--- src/rtl/uart_apb_pkg.sv ---
// ============================================================================
// Module : uart_apb_pkg
// Brief  : Register map, status bit indices and state encodings shared by the
//          UART APB initiator and its APB phase engine.
// Rev    : 1.0  initial release
// ============================================================================
`default_nettype none

package uart_apb_pkg;

    localparam logic [4:0] ADDR_TXD  = 5'h00;
    localparam logic [4:0] ADDR_RXD  = 5'h04;
    localparam logic [4:0] ADDR_CR1  = 5'h08;
    localparam logic [4:0] ADDR_CR2  = 5'h0C;
    localparam logic [4:0] ADDR_STAT = 5'h10;
    localparam logic [4:0] ADDR_RSVD = 5'h14;

    localparam int STAT_TXRDY    = 0;
    localparam int STAT_RXRDY    = 1;
    localparam int STAT_PARITY   = 2;
    localparam int STAT_OVERFLOW = 3;
    localparam int STAT_FRAMING  = 4;

    typedef enum logic [2:0] {
        ST_INIT_CR1 = 3'd0,
        ST_INIT_CR2 = 3'd1,
        ST_POLL     = 3'd2,
        ST_RD_RX    = 3'd3,
        ST_WR_TX    = 3'd4,
        ST_GAP      = 3'd5
    } cmd_state_t;

    typedef enum logic [1:0] {
        PH_IDLE   = 2'd0,
        PH_SETUP  = 2'd1,
        PH_ACCESS = 2'd2
    } xfer_phase_t;

endpackage

`default_nettype wire

--- src/rtl/uart_apb_xfer.sv ---
// ============================================================================
// Module : uart_apb_xfer
// Brief  : APB phase engine: setup, access with wait states, response capture
//          and a one-cycle done strobe in the idle cycle after completion.
// Rev    : 1.0  initial release
// ============================================================================
`default_nettype none

module uart_apb_xfer
    import uart_apb_pkg::*;
(
    input  logic       PCLK,
    input  logic       aresetn,
    input  logic       start_i,
    input  logic [4:0] addr_i,
    input  logic       write_i,
    input  logic [7:0] wdata_i,
    output logic [4:0] PADDR,
    output logic       PSEL,
    output logic       PENABLE,
    output logic       PWRITE,
    output logic [7:0] PWDATA,
    input  logic [7:0] PRDATA,
    input  logic       PREADY,
    input  logic       PSLVERR,
    output logic       busy_o,
    output logic       done_o,
    output logic [7:0] rdata_o,
    output logic       slverr_o
);

    xfer_phase_t phase_q, phase_d;
    logic [4:0]  addr_q;
    logic        write_q;
    logic [7:0]  wdata_q;
    logic [7:0]  rdata_q;
    logic        slverr_q;
    logic        done_q;
    logic        complete;

    assign complete = (phase_q == PH_ACCESS) && PREADY;

    always_comb begin
        phase_d = phase_q;
        case (phase_q)
            PH_IDLE:   if (start_i) phase_d = PH_SETUP;
            PH_SETUP:  phase_d = PH_ACCESS;
            PH_ACCESS: if (PREADY) phase_d = PH_IDLE;
            default:   phase_d = PH_IDLE;
        endcase
    end

    // Address/control/data latch once at launch and stay put until the next launch.
    always_ff @(posedge PCLK or negedge aresetn) begin
        if (!aresetn) begin
            phase_q  <= PH_IDLE;
            addr_q   <= 5'd0;
            write_q  <= 1'b0;
            wdata_q  <= 8'd0;
            rdata_q  <= 8'd0;
            slverr_q <= 1'b0;
            done_q   <= 1'b0;
        end else begin
            phase_q <= phase_d;
            done_q  <= complete;
            if ((phase_q == PH_IDLE) && start_i) begin
                addr_q  <= addr_i;
                write_q <= write_i;
                wdata_q <= wdata_i;
            end
            if (complete) begin
                rdata_q  <= PRDATA;
                slverr_q <= PSLVERR;
            end
        end
    end

    assign PADDR    = addr_q;
    assign PWRITE   = write_q;
    assign PWDATA   = wdata_q;
    assign PSEL     = (phase_q != PH_IDLE);
    assign PENABLE  = (phase_q == PH_ACCESS);
    assign busy_o   = (phase_q != PH_IDLE);
    assign done_o   = done_q;
    assign rdata_o  = rdata_q;
    assign slverr_o = slverr_q;

endmodule

`default_nettype wire

--- src/rtl/uart_apb_initiator.sv ---
// ============================================================================
// Module : uart_apb_initiator
// Brief  : Configures an APB UART, then polls its status and moves bytes
//          between the local tx/rx handshakes and the UART data registers.
// Rev    : 1.0  initial release
// ============================================================================
`default_nettype none

module uart_apb_initiator
    import uart_apb_pkg::*;
#(
    parameter logic [7:0]  INIT_BAUD  = 8'd26,
    parameter logic [7:0]  INIT_CTRL2 = 8'h01,
    parameter int unsigned POLL_GAP   = 4
) (
    input  logic       PCLK,
    input  logic       aresetn,
    output logic [4:0] PADDR,
    output logic       PSEL,
    output logic       PENABLE,
    output logic       PWRITE,
    output logic [7:0] PWDATA,
    input  logic [7:0] PRDATA,
    input  logic       PREADY,
    input  logic       PSLVERR,
    input  logic       tx_valid,
    input  logic [7:0] tx_data,
    output logic       tx_ready,
    output logic       rx_valid,
    output logic [7:0] rx_data,
    input  logic       rx_ready,
    output logic [3:0] err_flags,
    input  logic       err_clr,
    output logic       init_done
);

    localparam logic [7:0] GAP_LOAD = 8'(POLL_GAP - 1);

    cmd_state_t state_q, state_d;
    cmd_state_t ret_q, ret_d;
    logic [7:0] gap_q, gap_d;
    logic       launched_q, launched_d;
    logic       armed_q;
    logic       rx_valid_q, rx_valid_d;
    logic [7:0] rx_data_q, rx_data_d;
    logic [3:0] err_q, err_d, err_set;
    logic       init_done_q, init_done_d;

    logic       x_start;
    logic [4:0] x_addr;
    logic       x_write;
    logic [7:0] x_wdata;
    logic       x_busy;
    logic       x_done;
    logic [7:0] x_rdata;
    logic       x_slverr;

    uart_apb_xfer u_xfer (
        .PCLK     (PCLK),
        .aresetn  (aresetn),
        .start_i  (x_start),
        .addr_i   (x_addr),
        .write_i  (x_write),
        .wdata_i  (x_wdata),
        .PADDR    (PADDR),
        .PSEL     (PSEL),
        .PENABLE  (PENABLE),
        .PWRITE   (PWRITE),
        .PWDATA   (PWDATA),
        .PRDATA   (PRDATA),
        .PREADY   (PREADY),
        .PSLVERR  (PSLVERR),
        .busy_o   (x_busy),
        .done_o   (x_done),
        .rdata_o  (x_rdata),
        .slverr_o (x_slverr)
    );

    always_comb begin
        state_d     = state_q;
        ret_d       = ret_q;
        gap_d       = gap_q;
        launched_d  = launched_q;
        rx_valid_d  = rx_valid_q && !rx_ready;
        rx_data_d   = rx_data_q;
        init_done_d = init_done_q;
        err_set     = 4'b0000;
        x_start     = 1'b0;

        if (x_done) begin
            launched_d = 1'b0;
            err_set[3] = x_slverr;
            case (state_q)
                ST_INIT_CR1: begin
                    if (x_slverr) begin
                        ret_d   = ST_INIT_CR1;
                        gap_d   = GAP_LOAD;
                        state_d = ST_GAP;
                    end else begin
                        state_d = ST_INIT_CR2;
                    end
                end
                ST_INIT_CR2: begin
                    if (x_slverr) begin
                        ret_d   = ST_INIT_CR2;
                        gap_d   = GAP_LOAD;
                        state_d = ST_GAP;
                    end else begin
                        init_done_d = 1'b1;
                        state_d     = ST_POLL;
                    end
                end
                ST_POLL: begin
                    // An errored status read carries no trustworthy bits; just back off.
                    if (!x_slverr) begin
                        err_set[0] = x_rdata[STAT_PARITY];
                        err_set[1] = x_rdata[STAT_OVERFLOW];
                        err_set[2] = x_rdata[STAT_FRAMING];
                    end
                    if (!x_slverr && x_rdata[STAT_RXRDY] && !rx_valid_q) begin
                        state_d = ST_RD_RX;
                    end else if (!x_slverr && x_rdata[STAT_TXRDY] && tx_valid) begin
                        state_d = ST_WR_TX;
                    end else begin
                        ret_d   = ST_POLL;
                        gap_d   = GAP_LOAD;
                        state_d = ST_GAP;
                    end
                end
                ST_RD_RX: begin
                    if (!x_slverr) begin
                        rx_data_d  = x_rdata;
                        rx_valid_d = 1'b1;
                    end
                    state_d = ST_POLL;
                end
                ST_WR_TX: state_d = ST_POLL;
                default:  state_d = ST_POLL;
            endcase
        end else if (state_q == ST_GAP) begin
            if (gap_q == 8'd0) begin
                state_d = ret_q;
            end else begin
                gap_d = gap_q - 8'd1;
            end
        end

        // Launch in the same cycle the next state is chosen so the bus idles exactly one cycle.
        if (armed_q && !x_busy && !launched_d && (state_d != ST_GAP)) begin
            x_start    = 1'b1;
            launched_d = 1'b1;
        end

        x_addr  = 5'd0;
        x_write = 1'b0;
        x_wdata = 8'd0;
        case (state_d)
            ST_INIT_CR1: begin x_addr = ADDR_CR1;  x_write = 1'b1; x_wdata = INIT_BAUD;  end
            ST_INIT_CR2: begin x_addr = ADDR_CR2;  x_write = 1'b1; x_wdata = INIT_CTRL2; end
            ST_POLL:     begin x_addr = ADDR_STAT; end
            ST_RD_RX:    begin x_addr = ADDR_RXD;  end
            ST_WR_TX:    begin x_addr = ADDR_TXD;  x_write = 1'b1; x_wdata = tx_data;    end
            default:     begin x_addr = 5'd0;      end
        endcase

        // Newly detected errors win over a simultaneous clear.
        err_d = (err_clr ? 4'b0000 : err_q) | err_set;
    end

    always_ff @(posedge PCLK or negedge aresetn) begin
        if (!aresetn) begin
            state_q     <= ST_INIT_CR1;
            ret_q       <= ST_INIT_CR1;
            gap_q       <= 8'd0;
            launched_q  <= 1'b0;
            armed_q     <= 1'b0;
            rx_valid_q  <= 1'b0;
            rx_data_q   <= 8'd0;
            err_q       <= 4'b0000;
            init_done_q <= 1'b0;
        end else begin
            state_q     <= state_d;
            ret_q       <= ret_d;
            gap_q       <= gap_d;
            launched_q  <= launched_d;
            armed_q     <= 1'b1;
            rx_valid_q  <= rx_valid_d;
            rx_data_q   <= rx_data_d;
            err_q       <= err_d;
            init_done_q <= init_done_d;
        end
    end

    assign tx_ready  = x_done && (state_q == ST_WR_TX);
    assign rx_valid  = rx_valid_q;
    assign rx_data   = rx_data_q;
    assign err_flags = err_q;
    assign init_done = init_done_q;

endmodule

`default_nettype wire

--- config.mk ---
export PLATFORM = sky130hd
export DESIGN_NAME = uart_apb_initiator
export DESIGN_NICKNAME = d
export VERILOG_FILES = /design/src/rtl/uart_apb_pkg.sv /design/src/rtl/uart_apb_xfer.sv /design/src/rtl/uart_apb_initiator.sv
export SDC_FILE = /design/constraint.sdc
export NUM_CORES = 1
export LEC_CHECK = 0
export CORE_AREA = 2 2 74 76
export DETAILED_ROUTE_END_ITERATION = 12
export DIE_AREA = 0 0 76 78
export GPL_ROUTABILITY_DRIVEN = 0
export HOLD_SLACK_MARGIN = 0.15
export MAX_ROUTING_LAYER = met4
export PLACE_DENSITY = 0.88
export SLEW_MARGIN = 25
export SYNTH_ARGS = -nofsm -noshare
export SYNTH_HDL_FRONTEND = slang
export SYNTH_SLANG_ARGS = --single-unit
--- constraint.sdc ---
create_clock -name PCLK -period 3.4 [get_ports PCLK]
set_clock_uncertainty 0.15 [all_clocks]
set_input_delay 0.68 -clock PCLK [delete_from_list [all_inputs] [get_ports PCLK]]
set_output_delay 0.68 -clock PCLK [all_outputs]
set_load 0.05 [all_outputs]
# After elaboration in Yosys (flattened, before gate mapping)
# Cells that the tools add are included.
# Widths: inputs -> output; s select.
[word_totals] regBits=56 latch_bits=0 ram_bits=0 mem_bits_ro=0 inputBits=23 output_inout_bits=31 wordCells=108 n_memories=0
[classes] n_addsub=1 mul=0 div=0 n_lt_le_gt_ge=0 eq_ne=23 shift=0 mux=36 bitwise=2 reduce_logical=30
[ops] op="$mux 8" n=6
[ops] op="$mux 3" n=12
[ops] op="$pmux 8 s3" n=1
[ops] op="$pmux 5 s4" n=1
[ops] op="$pmux 3 s3" n=2
[ops] op="$pmux 8 s2" n=1
[ops] op="$eq 3x2->1 const B" n=4
[ops] op="$ne 3x3->1 const B" n=4
[ops] op="$reduce_and 6->1" n=2
[ops] op="$logic_and 1x1->1" n=11
[ops] op="$ne 2x1->1 const B" n=5
[ops] op="$eq 3x3->1 const B" n=3
[ops] op="$logic_not 8->1" n=1
[ops] op="$mux 1" n=8
[ops] op="$mux 4" n=2
[ops] op="$sub 8x1->8 const B" n=1
[ops] op="$eq 3x1->1 const B" n=2
[ops] op="$logic_not 3->1" n=2
[ops] op="$pmux 2 s3" n=1
[ops] op="$reduce_and 3->1" n=2
[ops] op="$logic_not 1->1" n=5
[ops] op="$mux 2" n=2
[ops] op="$ne 2x2->1 const B" n=2
[ops] op="$or 4x4->4" n=1
[ops] op="10 further kinds" n=11

# Depth between registers and ports, before layout
# Gate-level depths: netlist (run 1).
[depth] depth_word=12 mapped_depth=8 ltp_nobuf=8

# Modules after synthesis
# From an unflattened synthesis (run 1), not the netlist that was laid out.
[hier_totals] hier_cells=215 area_unflattened_um2=2643.8
[modules_own_cells] mod="uart_apb_initiator" n_inst=1 cells_each=156 area_per_inst_um2=1606.5 seq_area_each_um2=725.7
[modules_own_cells] mod="uart_apb_xfer" n_inst=1 cells_each=59 area_per_inst_um2=1037.2 seq_area_each_um2=650.6

# Least setup slack after synthesis (run 1)
# Ideal clock, no wire load.
[synth_timing] path_type="reg-to-output" startpoint="register state_q[0]" endpoint="output port tx_ready" arrival_ns=2.216 t_required_ns=2.570 setup_slack_ns=0.354 stages_incl_launch_ff=3 path_buffers=1 path_cell_list="dfrtp_1 > clkbuf_1 > nor4b_1"
[synth_via] elab_chain_len=2
[synth_lines] item="start: declaration" line_no="uart_apb_initiator.sv:39" text="cmd_state_t state_q, state_d;"
[synth_lines] item="start signal: assignment" line_no="uart_apb_initiator.sv:182" text="state_q <= state_d;"
[synth_lines] item="$eq 3x3->1" line_no="uart_apb_initiator.sv:194" text="assign tx_ready = x_done && (state_q == ST_WR_TX);"
[synth_lines] item="$logic_and 1x1->1" line_no="uart_apb_initiator.sv:194"
[synth_lines] item="end: declaration" line_no="uart_apb_initiator.sv:28" text="output logic tx_ready,"
# No other way between the ends.

# Final worst setup path (run 1)
[layout_timing] startpoint="register u_xfer.done_q, in the netlist u_xfer.done_o" endpoint="output port tx_ready"
[layout_via] elab_chain_len=1
[layout_lines] item="start: declaration" line_no="uart_apb_xfer.sv:38" text="logic done_q;"
[layout_lines] item="start signal: assignment" line_no="uart_apb_xfer.sv:65" text="done_q <= complete;"
[layout_lines] item="$logic_and 1x1->1" line_no="uart_apb_initiator.sv:194"
# No other way between the ends.

==> flow_summary.json, run 1 <==
{
  "synthesis.yosys.warnings": 0,
  "fp.dieArea_um2": 5930,
  "powerDensity_nw_per_um2": 338,
  "floorplan.rows": 26,
  "sequential_to_total_area_share_from_yosys_stat_pct": 54.0,
  "clock_path_buffers": 2,
  "initial_utilization_pct": 48.7,
  "ant_nets": 0,
  "fin_crit_ns": 2.94,
  "min_path_type": "in2async",
  "synth_top_cell_area_share_pct": 54.0,
  "detail_route.iter0.violations": 108,
  "detail_route.first_pass.iterations": 4,
  "final.fill_count": 400,
  "syn-cell-area_um2": 2450,
  "setup-violations-final": 0,
  "share_of_total_power_in_sequential_cells_pct": 60.4,
  "ys_ff_latch": 53,
  "p_int_uw": 803,
  "post_synth_most_frequent_cells": "53 x sky130_fd_sc_hd__dfrtp_1, 22 x sky130_fd_sc_hd__inv_1, 17 x sky130_fd_sc_hd__mux2_2",
  "r2r_start": "gap_q[0]",
  "clk_pin_slew_ns": 0.10,
  "reg2regPathDepth": 7,
  "die_height_um": 78,
  "congestion_overflow_gr": 0,
  "avgRoutedWirePerCell_um": 14.3,
  "power.clock.fraction_pct": 35.5,
  "clk_root_buffer_cell": "sky130_fd_sc_hd__clkbuf_8",
  "total_leakage_power_nw": 1.47,
  "outcome": "finished, final reports clean",
  "final-instance-count-excl-fill": 342,
  "timing_worst_setup_path_type": "reg2out",
  "finalNetCount": 296,
  "crit_path_end_kind": "output port",
  "first_global_vias": 1863,
  "maxClockFrequency_ghz": 0.341,
  "initial_antenna_violation_count": 0,
  "synth.area.top_cells": "sky130_fd_sc_hd__dfrtp_1 54%, sky130_fd_sc_hd__mux2_2 7.8%, sky130_fd_sc_hd__inv_1 3.4%",
  "post_route_cells_drive_above_1_share_pct": 15.1,
  "area_growth_syn_to_layout_pct": 25.9,
  "num_io_pins": 54,
  "wl_met3_um": 194,
  "worstSkewPairLatency_ns": 0.31,
  "core_um2": 5040,
  "synthFlopType": "sky130_fd_sc_hd__dfrtp_1",
  "path_max_fanout": 7,
  "grt_start_max_net_pins": 54,
  "numPlacedInstances": 334,
  "ctsHtreeMaxLevel": 2,
  "cts.hold.buffers_added": 0,
  "swShare_pct": 23.1,
  "synthArstFlopShare_pct": 100,
  "pwr-share-comb_pct": 4.1,
  "synth.most_common_cell": "sky130_fd_sc_hd__dfrtp_1",
  "power.total_mw": 1.04,
  "finalSetupTns_ns": 0,
  "antenna_cells_inserted": 0,
  "vias_per_cell": 5.27,
  "place.detailed.hpwl_um": 3510,
  "sequential_cell_area_um2": 1330,
  "rsz0062_at_grt": "no",
  "crit_path_launch_type": "flop",
  "die_width_um": 76,
  "cts_tree": "done",
  "drt-met1-wl_um": 2050,
  "netlist.top_cell.by_area": "sky130_fd_sc_hd__dfrtp_1",
  "hold_violations": 0,
  "clock_sinks": 53,
  "power.ir.vdd_worst_v": 0.000383,
  "worst-slew-pin-transition_ns": 0.637,
  "post_synthesis_cell_type_count": 47,
  "synth-edff-count": 0,
  "dr.max_layer_used": "met4",
  "io_buffers": 51,
  "syn-instance-count": 221,
  "vias": 1802,
  "switchingPower_uw": 242,
  "maxCapViolations": 0,
  "cts_buf_count": 5,
  "ff_to_ff_end": "u_xfer.PWDATA[0]",
  "post-cts-setup-buffer-count": 0,
  "timing_max_transition_violations_final": 0,
  "relSlewSlack_pct": 57.5,
  "grt.total_usage_pct": 18.9,
  "cp.arrival_ns": 2.11,
  "final_util_pct": 61.3,
  "final.period_utilization_pct": 86.3,
  "route.met2.wl_um": 2560,
  "regToRegSetupSlack_ns": 0.59,
  "resized_cells_post_cts": 0,
  "worst-endpoint-required_ns": 2.57,
  "detail_route.drc_violations": 0,
  "route.final.wire_length_um": 4880,
  "multi_input_combinational_cell_area_um2": 982,
  "avgSynthCellArea_um2": 11.1,
  "grt_first_pass_wirelength_um": 8830
}
## registers in the layout, indices dropped and copies added (netlist names), 2 cells and up
| register | flops |
|---|---|
| u_xfer.PWDATA | 8 |
| gap_q | 8 |
| u_xfer.phase_q | 2 |
| err_flags | 4 |
| state_q | 3 |
| rx_data | 8 |
| u_xfer.rdata_o | 8 |
| u_xfer.PADDR | 3 |
| ret_q | 2 |
## critical path: stages (launching register included)
cell	delay (ns)
sky130_fd_sc_hd__dfrtp_1	0.48
sky130_fd_sc_hd__inv_1	0.11
sky130_fd_sc_hd__nor4b_1	0.31
sky130_fd_sc_hd__clkdlybuf4s50_1	0.89
## metrics by stage
stage / hold WS (ns) / setup WS, ns / instance area (µm²)
final: 0.230 / 0.465 / 3090
after global routing: 0.283 / 0.346 / 3090
after CTS: 0.254 / 0.459 / 3090
after detailed placement: 0.324 / 0.465 / 3000
after global placement: 0.303 / 0.588 / 3000
after floorplan: 0.234 / 0.354 / 2460
## power by group through the flow
stage	clock network [mW]	registers, mW	logic [mW]
2_1_floorplan	0	0.643	0.00703
3_3_place_gp	0	0.643	0.0424
3_5_place_dp	0	0.643	0.0434
4_1_cts	0.375	0.631	0.0435
5_1_grt	0.409	0.631	0.0471
6_report	0.371	0.631	0.0424
## layout by cell type (no fill, tap or decap), types with 3 or more instances in the layout
cell | Yosys | routed
sky130_fd_sc_hd__clkbuf_8 | 0 | 5
sky130_fd_sc_hd__clkdlybuf4s50_1 | 0 | 50
sky130_fd_sc_hd__a21oi_1 | 12 | 12
sky130_fd_sc_hd__o2bb2ai_1 | 6 | 6
sky130_fd_sc_hd__dfrtp_1 | 53 | 53
sky130_fd_sc_hd__a21o_2 | 4 | 4
sky130_fd_sc_hd__nand3_1 | 9 | 9
sky130_fd_sc_hd__a22o_1 | 5 | 5
sky130_fd_sc_hd__nor2_1 | 12 | 12
sky130_fd_sc_hd__mux2_2 | 17 | 17
sky130_fd_sc_hd__a21o_1 | 3 | 3
sky130_fd_sc_hd__and2_1 | 3 | 3
sky130_fd_sc_hd__nor3_1 | 4 | 4
sky130_fd_sc_hd__nand2_1 | 11 | 11
sky130_fd_sc_hd__nand2b_1 | 5 | 5
sky130_fd_sc_hd__nor2b_1 | 6 | 6
sky130_fd_sc_hd__conb_1 | 2 | 3
sky130_fd_sc_hd__o21ai_0 | 8 | 8
sky130_fd_sc_hd__inv_1 | 22 | 22
## kinds of logic after synthesis
group                      Yosys count  share of synthesized area (%)
buffers and inverters               33                           6.12
AOI/OAI and AO/OA                   48                           14.7
adders and majority gates            2                           1.02
other                                2                          0.306
and+or+nand+nor                     64                           15.2
DFF                                 53                           54.0
muxes                               19                           8.61
## per-layer routing
| layer | vias up | track usage (%) |
|---|---|---|
| met5 | - | - |
| met4 | 0 | 6.91 |
| met3 | 7 | 3.72 |
| met2 | 45 | 31.4 |
| met1 | 890 | 23.2 |
| li1 | 860 | - |
## layout make-up
cell class / count / share of cell area, %
sequential: 53 / 42.9
multi-input combinational: 136 / 31.8
timing repair buffer: 52 / 16.7
tap: 70 / 2.83
inverter: 23 / 2.79
clock buffer: 5 / 2.23
clock inverter: 3 / 0.809
## worst max path at each step
stage / slack (ns) / end / cells past startpoint / start
after floorplan: 0.35 / tx_ready / 2 / state_q[0]
after global placement: 0.59 / u_xfer.PWDATA[2] / 6 / tx_valid
after detailed placement: 0.47 / u_xfer.PWDATA[2] / 6 / tx_valid
after CTS: 0.46 / tx_ready / 3 / u_xfer.done_o
after global routing: 0.35 / u_xfer.PWDATA[0] / 7 / gap_q[0]
final: 0.46 / tx_ready / 3 / u_xfer.done_o
No activity file was read; power rests on OpenSTA's default activity.
==> run 2: changes to the inputs <==
--- a/config.mk
+++ b/config.mk
@@ -5,13 +5,13 @@
 export SDC_FILE = /design/constraint.sdc
 export NUM_CORES = 1
 export LEC_CHECK = 0
-export CORE_AREA = 2 2 74 76
+export CORE_AREA = 2 2 53 105
 export DETAILED_ROUTE_END_ITERATION = 12
-export DIE_AREA = 0 0 76 78
+export DIE_AREA = 0 0 55 107
 export GPL_ROUTABILITY_DRIVEN = 0
 export HOLD_SLACK_MARGIN = 0.15
 export MAX_ROUTING_LAYER = met4
-export PLACE_DENSITY = 0.88
+export PLACE_DENSITY = 0.89
 export SLEW_MARGIN = 25
 export SYNTH_ARGS = -nofsm -noshare
 export SYNTH_HDL_FRONTEND = slang
==> flow_summary.json, run 2 (synthesis results as in run 1) <==
{
  "outcome": "finished, final reports clean",
  "clock_sinks": 53,
  "timing_worst_setup_path_type": "reg2out",
  "worst-slew-pin-transition_ns": 0.774,
  "congestion_overflow_gr": 0,
  "grt_start_max_net_pins": 36,
  "most_common_cell_after_layout_fill_and_taps_aside": "sky130_fd_sc_hd__dfrtp_1",
  "initial_utilization_pct": 48.2,
  "resized_cells_post_cts": 0,
  "hold_violations": 0,
  "power.total_mw": 1.03,
  "power.ir.vdd_worst_v": 0.000351,
  "grt_first_pass_wirelength_um": 8420,
  "fp.dieArea_um2": 5890,
  "final_cell_mix": "53 x sky130_fd_sc_hd__dfrtp_1, 50 x sky130_fd_sc_hd__clkdlybuf4s50_1, 22 x sky130_fd_sc_hd__inv_1, 17 x sky130_fd_sc_hd__mux2_2",
  "total_leakage_power_nw": 1.48,
  "final_util_pct": 60.6,
  "detail_route.first_pass.iterations": 4,
  "die_height_um": 107,
  "worstSkewPairLatency_ns": 0.31,
  "cts.hold.buffers_added": 0,
  "clock_path_buffers": 2,
  "maxClockFrequency_ghz": 0.342,
  "grt.total_usage_pct": 20.2,
  "multi_input_combinational_cell_area_um2": 982,
  "core_um2": 5090,
  "die_width_um": 55,
  "clk_root_buffer_cell": "sky130_fd_sc_hd__clkbuf_8",
  "route.final.wire_length_um": 5010,
  "ctsHtreeMaxLevel": 2,
  "timing_max_transition_violations_final": 0,
  "initial_antenna_violation_count": 0,
  "clk_pin_slew_ns": 0.09,
  "crit_path_launch_type": "flop",
  "first_global_vias": 1834,
  "vias": 1819,
  "sequential_cell_area_um2": 1330,
  "post-cts-setup-buffer-count": 0,
  "rsz0062_at_grt": "no",
  "finalNetCount": 298,
  "crit_path_end_kind": "output port",
  "place.detailed.hpwl_um": 3860,
  "area_growth_syn_to_layout_pct": 25.7,
  "ant_nets": 0,
  "post_route_cells_drive_above_1_share_pct": 15.4,
  "io_buffers": 51,
  "fin_area_um2": 3090,
  "cts_buf_count": 5,
  "final.period_utilization_pct": 85.9,
  "setup-violations-final": 0,
  "floorplan.rows": 37,
  "vias_per_cell": 5.50,
  "powerDensity_nw_per_um2": 335,
  "avgRoutedWirePerCell_um": 15.1,
  "worst-endpoint-required_ns": 2.57,
  "detail_route.iter0.violations": 47,
  "detail_route.drc_violations": 0,
  "maxCapViolations": 0,
  "num_io_pins": 54,
  "final-instance-count-excl-fill": 331,
  "numPlacedInstances": 324,
  "cts_tree": "done",
  "relSlewSlack_pct": 48.4,
  "path_max_fanout": 7,
  "antenna_cells_inserted": 0,
  "fin_crit_ns": 2.92,
  "post_dp_cell_area_um2": 3000,
  "final.fill_count": 425,
  "cp.arrival_ns": 2.09,
  "finalSetupTns_ns": 0,
  "min_path_type": "in2async"
}
[run 2: cell types whose count changed in the layout (fill, tap and decap cells not counted), sizes merged]
cell and delta:
buf +2, inv -2, clkbuf +1
[run 2: critical path, stage by stage (launching register included)]
cell                              delay (ns)
sky130_fd_sc_hd__dfrtp_1                0.47
sky130_fd_sc_hd__inv_1                  0.11
sky130_fd_sc_hd__nor4b_1                0.34
sky130_fd_sc_hd__clkdlybuf4s50_1        0.87
[run 2: per-stage QoR]
step	hold WS [ns]	setup WS (ns)
after floorplan	0.234	0.354
after global routing	0.344	0.335
after detailed placement	0.321	0.538
after CTS	0.314	0.453
final	0.288	0.479
after global placement	0.304	0.577
[run 2: layer usage]
layer | up-vias | track usage (%) | share of wire [%]
li1 | 861 | - | -
met3 | 18 | 2.23 | 3.0
met4 | 0 | 12.5 | 4.5
met5 | - | - | 0
met2 | 54 | 33.4 | 56
met1 | 886 | 21.8 | 36
[run 2: power breakdown]
part,switching [mW],internal (mW),leakage (nW)
sequential,0.000268,0.630,0.660
combinational,0.0214,0.0231,0.774
clock,0.197,0.161,0.0433
[run 2: cell type report]
type	count	share of cell area, %
sequential	53	43.0
multi-input combinational	136	31.8
timing repair buffer	54	17.1
inverter	23	2.80
clock buffer	6	2.68
tap	58	2.35
clock inverter	1	0.243
[run 2: path summary, 6_finish.rpt]
check                           cells after the start                 to  slack [ns]           from
worst max register to register                      7   u_xfer.PWDATA[0]        0.60       gap_q[0]
worst min register to register                      2          init_done        0.33      init_done
worst min-delay path                                1  u_xfer.rdata_o[7]        0.29        aresetn
min in group PCLK                                   2          init_done        0.33      init_done
max in group asynchronous                           2   u_xfer.PWDATA[5]        2.16        aresetn
worst max-delay path                                3           tx_ready        0.48  u_xfer.done_o
